===== src/rtl/ascon_sbox_scheduler_if.sv =====
// rtl/ascon_sbox_scheduler_if.sv - state in/out handshake and S-box LUT port bundle
interface ascon_sbox_scheduler_if #(
    parameter int LANES = 16
);
    logic                        in_valid_i;
    logic                        in_ready_o;
    logic [4:0][63:0]            state_i;
    logic                        out_valid_o;
    logic                        out_ready_i;
    logic [4:0][63:0]            state_o;
    logic                        lut_req_o;
    logic [LANES-1:0][4:0]       lut_addr_o;
    logic [LANES-1:0][4:0]       lut_data_i;

    modport slave (
        input  in_valid_i, state_i, out_ready_i, lut_data_i,
        output in_ready_o, out_valid_o, state_o, lut_req_o, lut_addr_o
    );

    modport master (
        output in_valid_i, state_i, out_ready_i, lut_data_i,
        input  in_ready_o, out_valid_o, state_o, lut_req_o, lut_addr_o
    );
endinterface


===== src/rtl/ascon_sbox_scheduler.sv =====
// rtl/ascon_sbox_scheduler.sv - ASCON S-box layer via LANES external LUT lookups per cycle
module ascon_sbox_scheduler #(
    parameter int LANES = 16
) (
    input  logic                      clk_i,
    input  logic                      rst_i,
    input  logic                      clear_i,
    ascon_sbox_scheduler_if.slave     bus,
    output logic                      busy_o
);
    localparam int NB = 64 / LANES;
    localparam int BW = (NB > 1) ? $clog2(NB) : 1;
    localparam logic [BW-1:0] LAST_B = BW'(NB - 1);

    typedef enum logic [1:0] {IDLE, LOOKUP, DONE} fsm_e;

    fsm_e             state_q, state_d;
    logic [BW-1:0]    b_q, b_d;
    logic [4:0][63:0] src_q, src_d;
    logic [4:0][63:0] res_q, res_d;
    logic [5:0]       col;

    always_ff @(posedge clk_i or posedge rst_i) begin
        if (rst_i) begin
            state_q <= IDLE;
            b_q     <= '0;
            src_q   <= '0;
            res_q   <= '0;
        end else begin
            state_q <= state_d;
            b_q     <= b_d;
            src_q   <= src_d;
            res_q   <= res_d;
        end
    end

    always_comb begin
        state_d         = state_q;
        b_d             = b_q;
        src_d           = src_q;
        res_d           = res_q;
        col             = '0;
        bus.in_ready_o  = 1'b0;
        bus.out_valid_o = 1'b0;
        bus.lut_req_o   = 1'b0;
        bus.lut_addr_o  = '0;

        case (state_q)
            IDLE: begin
                bus.in_ready_o = 1'b1;
                if (bus.in_valid_i) begin
                    src_d   = bus.state_i;
                    b_d     = '0;
                    state_d = LOOKUP;
                end
            end
            LOOKUP: begin
                bus.lut_req_o = 1'b1;
                // Batch b covers columns b*LANES .. b*LANES+LANES-1; x0/y0 sit in the MSB
                for (int k = 0; k < LANES; k++) begin
                    col = 6'(int'(b_q) * LANES + k);
                    bus.lut_addr_o[k] = {src_q[0][col], src_q[1][col], src_q[2][col],
                                         src_q[3][col], src_q[4][col]};
                    {res_d[0][col], res_d[1][col], res_d[2][col],
                     res_d[3][col], res_d[4][col]} = bus.lut_data_i[k];
                end
                if (b_q == LAST_B) begin
                    b_d     = '0;
                    state_d = DONE;
                end else begin
                    b_d = b_q + 1'b1;
                end
            end
            DONE: begin
                bus.out_valid_o = 1'b1;
                if (bus.out_ready_i) begin
                    state_d = IDLE;
                end
            end
            default: state_d = IDLE;
        endcase

        // Abort wins over any handshake in the same cycle and captures nothing
        if (clear_i) begin
            state_d = IDLE;
            b_d     = '0;
            src_d   = src_q;
            res_d   = res_q;
        end
    end

    assign bus.state_o = res_q;
    assign busy_o      = (state_q != IDLE);
endmodule


===== src/flat_wrapper.sv =====
// flat-port wrapper written by rule: the top's interface ports become plain ports
module ascon_sbox_scheduler_flat 
#(
    parameter int LANES = 16
)
  (clk_i, rst_i, clear_i, busy_o, bus_in_valid_i, bus_state_i, bus_out_ready_i, bus_lut_data_i, bus_in_ready_o, bus_out_valid_o, bus_state_o, bus_lut_req_o, bus_lut_addr_o);
  ascon_sbox_scheduler_if #(.LANES(LANES)) bus_i ();
  input  logic clk_i;
  input  logic rst_i;
  input  logic clear_i;
  output logic busy_o;
  input wire logic [$bits(bus_i.in_valid_i)-1:0] bus_in_valid_i;
  input wire logic [$bits(bus_i.state_i)-1:0] bus_state_i;
  input wire logic [$bits(bus_i.out_ready_i)-1:0] bus_out_ready_i;
  input wire logic [$bits(bus_i.lut_data_i)-1:0] bus_lut_data_i;
  output wire logic [$bits(bus_i.in_ready_o)-1:0] bus_in_ready_o;
  output wire logic [$bits(bus_i.out_valid_o)-1:0] bus_out_valid_o;
  output wire logic [$bits(bus_i.state_o)-1:0] bus_state_o;
  output wire logic [$bits(bus_i.lut_req_o)-1:0] bus_lut_req_o;
  output wire logic [$bits(bus_i.lut_addr_o)-1:0] bus_lut_addr_o;
  assign bus_i.in_valid_i = bus_in_valid_i;
  assign bus_i.state_i = bus_state_i;
  assign bus_i.out_ready_i = bus_out_ready_i;
  assign bus_i.lut_data_i = bus_lut_data_i;
  assign bus_in_ready_o = bus_i.in_ready_o;
  assign bus_out_valid_o = bus_i.out_valid_o;
  assign bus_state_o = bus_i.state_o;
  assign bus_lut_req_o = bus_i.lut_req_o;
  assign bus_lut_addr_o = bus_i.lut_addr_o;
  ascon_sbox_scheduler #(.LANES(LANES)) u_core (.clk_i(clk_i), .rst_i(rst_i), .clear_i(clear_i), .bus(bus_i), .busy_o(busy_o));
endmodule

===== config.mk =====
export PLATFORM = sky130hd
export DESIGN_NAME = ascon_sbox_scheduler_flat
export DESIGN_NICKNAME = d
export VERILOG_FILES = /design/src/rtl/ascon_sbox_scheduler_if.sv /design/src/rtl/ascon_sbox_scheduler.sv /design/src/flat_wrapper.sv
export SDC_FILE = /design/constraint.sdc
export NUM_CORES = 1
export LEC_CHECK = 0
export CAP_MARGIN = 20
export CORE_AREA = 10 10 308 310
export CTS_CLUSTER_DIAMETER = 40
export CTS_CLUSTER_SIZE = 14
export DETAILED_ROUTE_END_ITERATION = 10
export DIE_AREA = 0 0 318 320
export PLACE_DENSITY = 0.66
export SLEW_MARGIN = 20
export SYNTH_ARGS = -nofsm -noshare
export SYNTH_HDL_FRONTEND = slang
export SYNTH_SLANG_ARGS = --single-unit

===== constraint.sdc =====
create_clock -name clk_i -period 22.2 [get_ports clk_i]
set_input_delay 3.33 -clock clk_i [delete_from_list [all_inputs] [get_ports clk_i]]
set_output_delay 3.33 -clock clk_i [all_outputs]
set_load 0.005 [all_outputs]

==> impl_results.html <==
<table>
<tr><th>Metric</th><th>Value</th></tr>
<tr><th colspan="2">STA</th></tr>
<tr><td>Unrepaired setup endpoints after global routing</td><td>no</td></tr>
<tr><td>Final Slew Violations</td><td>0</td></tr>
<tr><td>Final critical delay including setup and external delays</td><td>7.62 ns</td></tr>
<tr><td>Slew at the pin with the worst max-slew slack</td><td>1.01 ns</td></tr>
<tr><td>Worst max-slew margin expressed relative to the limit</td><td>0.326</td></tr>
<tr><td>Number of hold-slack violations in the final timing report</td><td>0</td></tr>
<tr><td>Final setup violating endpoints</td><td>0</td></tr>
<tr><td>Post-Route Setup TNS</td><td>0 ns</td></tr>
<tr><td>Clk_skew</td><td>0.0236 ns</td></tr>
<tr><td>Ratio of final minimum period to clock period</td><td>0.343</td></tr>
<tr><td>Min Hold Slack</td><td>0.502 ns</td></tr>
<tr><td>Worst Slack Setup Final</td><td>14.58 ns</td></tr>
<tr><td>Max Clock Freq</td><td>0.131 GHz</td></tr>
<tr><th colspan="2">Clock network</th></tr>
<tr><td>Number of clock sinks</td><td>644</td></tr>
<tr><td>Clock Tree Buf Depth</td><td>3</td></tr>
<tr><td>Cts hold-fix bufs</td><td>0</td></tr>
<tr><td>Setup repair bufs after CTS</td><td>0</td></tr>
<tr><td>Later-pin clock latency in the skew report</td><td>0.65 ns</td></tr>
<tr><td>Count of instances resized after the clock tree is built</td><td>0</td></tr>
<tr><td>H-tree levels</td><td>3</td></tr>
<tr><td>Clock transition at the registers of the reported paths</td><td>0.05 ns</td></tr>
<tr><td>Cts bufs inserted</td><td>97</td></tr>
<tr><td>Clk Tree Root Cell</td><td>clkbuf_16</td></tr>
<tr><td>Clock tree from TritonCTS</td><td>yes</td></tr>
<tr><th colspan="2">Die</th></tr>
<tr><td>Die outline height</td><td>320 um</td></tr>
<tr><td>Top-Level Pins</td><td>809</td></tr>
<tr><td>DIE AREA</td><td>102000 um^2</td></tr>
<tr><td>Die width</td><td>318 um</td></tr>
<tr><td>Num rows</td><td>109</td></tr>
<tr><td>Effective utilization at floorplan</td><td>0.300</td></tr>
<tr><td>Core area</td><td>88200 um^2</td></tr>
<tr><th colspan="2">Worst setup path</th></tr>
<tr><td>Buffers &amp; Inverters on Critical Path</td><td>3</td></tr>
<tr><td>Crit path kind</td><td>reg2out</td></tr>
<tr><td>Worst Path Arrival</td><td>4.29 ns</td></tr>
<tr><td>Type of origin of the critical path</td><td>flip-flop</td></tr>
<tr><td>Crit path required time</td><td>18.87 ns</td></tr>
<tr><td>Slowest cell on the critical path</td><td>dfrtp_4</td></tr>
<tr><td>Ordered list of cells on the worst path</td><td>buf_4 -&gt; buf_4 -&gt; mux2i_1 -&gt; o22ai_1 -&gt; clkdlybuf4s50_1</td></tr>
<tr><td>Max stage delay on crit path</td><td>0.98 ns</td></tr>
<tr><td>Most common cell type on the critical path</td><td>buf_4</td></tr>
<tr><td>Max FO, Critical Path</td><td>45</td></tr>
<tr><td>Delay-heaviest family, CP</td><td>buffers and inverters</td></tr>
<tr><td>Crit. End Element</td><td>output pin</td></tr>
<tr><th colspan="2">Logic synthesis</th></tr>
<tr><td>Netlist cell types</td><td>24</td></tr>
<tr><td>Post-synthesis net count</td><td>2071</td></tr>
<tr><td>Main combinational cell family by area after synthesis</td><td>multiplexers</td></tr>
<tr><td>Post-Synth Adder-Cell Area</td><td>0.00189</td></tr>
<tr><td>Simple-gate portion of the synthesized area</td><td>0.00472</td></tr>
<tr><td>Share of synthesized area spent on multiplexers</td><td>0.332</td></tr>
<tr><td>Ys Warns</td><td>0</td></tr>
<tr><td>Sequential share of the synthesized area</td><td>0.608</td></tr>
<tr><td>FF+latch count, synth</td><td>644</td></tr>
<tr><td>Fraction of the mapped netlist area in compound gates</td><td>0.0204</td></tr>
<tr><td>Count of mapped cells out of synthesis</td><td>1662</td></tr>
<tr><td>Mean Syn Cell Area</td><td>15.9 um^2</td></tr>
<tr><td>Post-Synth XOR/XNOR Area</td><td>0</td></tr>
<tr><td>Post-synthesis cell area</td><td>26500 um^2</td></tr>
<tr><th colspan="2">Global routing</th></tr>
<tr><td>Wire length of the first global-routing pass</td><td>129000 um</td></tr>
<tr><td>Aggregate global-route resource usage</td><td>0.164</td></tr>
<tr><td>Number of antenna violations at the first check in global routing</td><td>30</td></tr>
<tr><td>Pin count of the biggest net entering global routing</td><td>191</td></tr>
<tr><td>Overflow left after global routing</td><td>0</td></tr>
<tr><td>Vias in the first global route</td><td>19.7k</td></tr>
<tr><th colspan="2">Routing</th></tr>
<tr><td>Count of routing violations after the opening detailed-route iteration</td><td>764</td></tr>
<tr><td>Count of vias placed by the detailed router</td><td>17.5k</td></tr>
<tr><td>Via-to-Cell Ratio</td><td>4.66</td></tr>
<tr><td>Total DRC errors in the routed layout</td><td>0</td></tr>
<tr><td>Detailed-route wire length</td><td>86400 um</td></tr>
<tr><td>WL/cell</td><td>23.0 um</td></tr>
<tr><td>Initial DRT Pass Iterations</td><td>4</td></tr>
<tr><td>Antenna Nets Post-Route</td><td>0</td></tr>
<tr><th colspan="2">Place</th></tr>
<tr><td>Standard cell area after detailed placement</td><td>35500 um^2</td></tr>
<tr><td>Worst setup slack before clock tree synthesis</td><td>14.17 ns</td></tr>
<tr><td>GP Congestion</td><td>0.822</td></tr>
<tr><td>Port bufs</td><td>808</td></tr>
<tr><td>DP HPWL</td><td>64000 um</td></tr>
<tr><th colspan="2">Cells and area</th></tr>
<tr><td>Non-Filler Cell Area, Final</td><td>39100 um^2</td></tr>
<tr><td>Post-synthesis to final-layout area growth</td><td>47.6%</td></tr>
<tr><td>Share of cells above drive strength 1</td><td>0.332</td></tr>
<tr><td>Final layout net count</td><td>2894</td></tr>
<tr><th colspan="2">Pwr</th></tr>
<tr><td>Power after layout</td><td>3.92 mW</td></tr>
<tr><td>Static leakage</td><td>16.1 nW</td></tr>
<tr><td>Worst IR Drop VDD</td><td>68.6 uV</td></tr>
<tr><td>Pwr/cell area</td><td>100 nW/um^2</td></tr>
<tr><th colspan="2">Flow run</th></tr>
<tr><td>Count of maximum capacitance violations</td><td>0</td></tr>
<tr><th colspan="2">Hold path</th></tr>
<tr><td>Hold Crit Class</td><td>reg2reg</td></tr>
<tr><th colspan="2">Run status</th></tr>
<tr><td>Status</td><td>finished, final reports clean</td></tr>
</table>
final timing paths:
path / slack (ns) / depth (start not counted) / endpoint / startpoint
min in group asynchronous: 3.20 / 2 / u_core.src_q[42] / rst_i
max in group asynchronous: 16.27 / 5 / u_core.bus.state_o[274] / rst_i
worst max-delay path: 14.58 / 5 / bus_lut_addr_o[28] / u_core.b_q[1]
worst max register to register: 17.75 / 5 / u_core.src_q[82] / u_core.state_q[1]
worst min-delay path: 0.50 / 1 / u_core.bus.state_o[85] / u_core.bus.state_o[85]
worst min register to register: 0.50 / 1 / u_core.bus.state_o[85] / u_core.bus.state_o[85]
cells in the final DEF, fill, tap and decap left out, types with 2 or more instances in the layout:
cell / count
buf_4: 22
buf_6: 2
bufinv_16: 14
clkbuf_1: 6
clkbuf_16: 98
clkbuf_8: 12
clkdlybuf4s50_1: 808
clkinv_2: 11
clkinv_4: 11
clkinvlp_4: 10
dfrtp_1: 643
diode_2: 15
ha_1: 4
inv_1: 3
inv_16: 4
inv_6: 15
mux2_2: 640
mux2i_1: 160
nand2b_1: 2
nor2_1: 2
nor2b_1: 2
nor4bb_4: 4
o22ai_1: 80
cell families after synthesis:
family	after synthesis
fa+ha+maj	4
flops	644
compound gates	85
buf+inv	114
simple gates	15
mux	800
cell usage after synthesis (all sizes together):
cell type  instances  area share
dfrtp            644        0.61
mux2             640        0.27
mux2i            160       0.060
buf               91       0.029
o22ai             80       0.019
clkbuf            19      0.0027
ha                 4      0.0019
inv                4     0.00057
nor4bb             4      0.0015
nand2b             2     0.00047
nor2               2     0.00028
nor2b              2     0.00047
a211oi             1     0.00028
a21o               1     0.00028
nand3b             1     0.00028
nor4b              1     0.00057
o21ba              1     0.00038
o31ai              1     0.00028
o32ai              1     0.00033
or3b               1     0.00033
or4b               1     0.00038
or4bb              1     0.00042
sequential cells by signal, summed over array words and instances (netlist names):
name,cells
u_core.bus.state_o,320
u_core.b_q,2
u_core.src_q,320
u_core.state_q,2
through the flow:
stage | util | std cells
after floorplan | - | 1662
after global placement | 0.402 | 3550
after detailed placement | 0.402 | 3550
after CTS | 0.442 | 3733
after global routing | 0.443 | 3742
final | 0.443 | 3749
cell type report:
| class | count | area, um^2 |
|---|---|---|
| inverters | 4 | 22.5 |
| flip-flops and latches | 644 | 16100 |
| diodes | 15 | 37.5 |
| clock buffers | 116 | 2640 |
| repair buffers | 834 | 8320 |
| well taps | 1165 | 1460 |
| fillers | 7851 | 49100 |
| multi-input cells | 904 | 9600 |
| clock inverters | 67 | 905 |
metal layers:
metal	up-vias	global-route usage	wire [um]
met3	189	0.0679	8130
met1	8805	0.176	31900
met5	-	0	164
met4	28	0.0602	2520
li1	7750	-	-
met2	695	0.285	43700
where the power goes:
group	switching, mW	internal [mW]
registers	0.130	1.41
logic	0.264	0.496
clock network	0.594	1.03
total	0.988	2.93
Note: power is estimated with default switching activity, not from simulation.
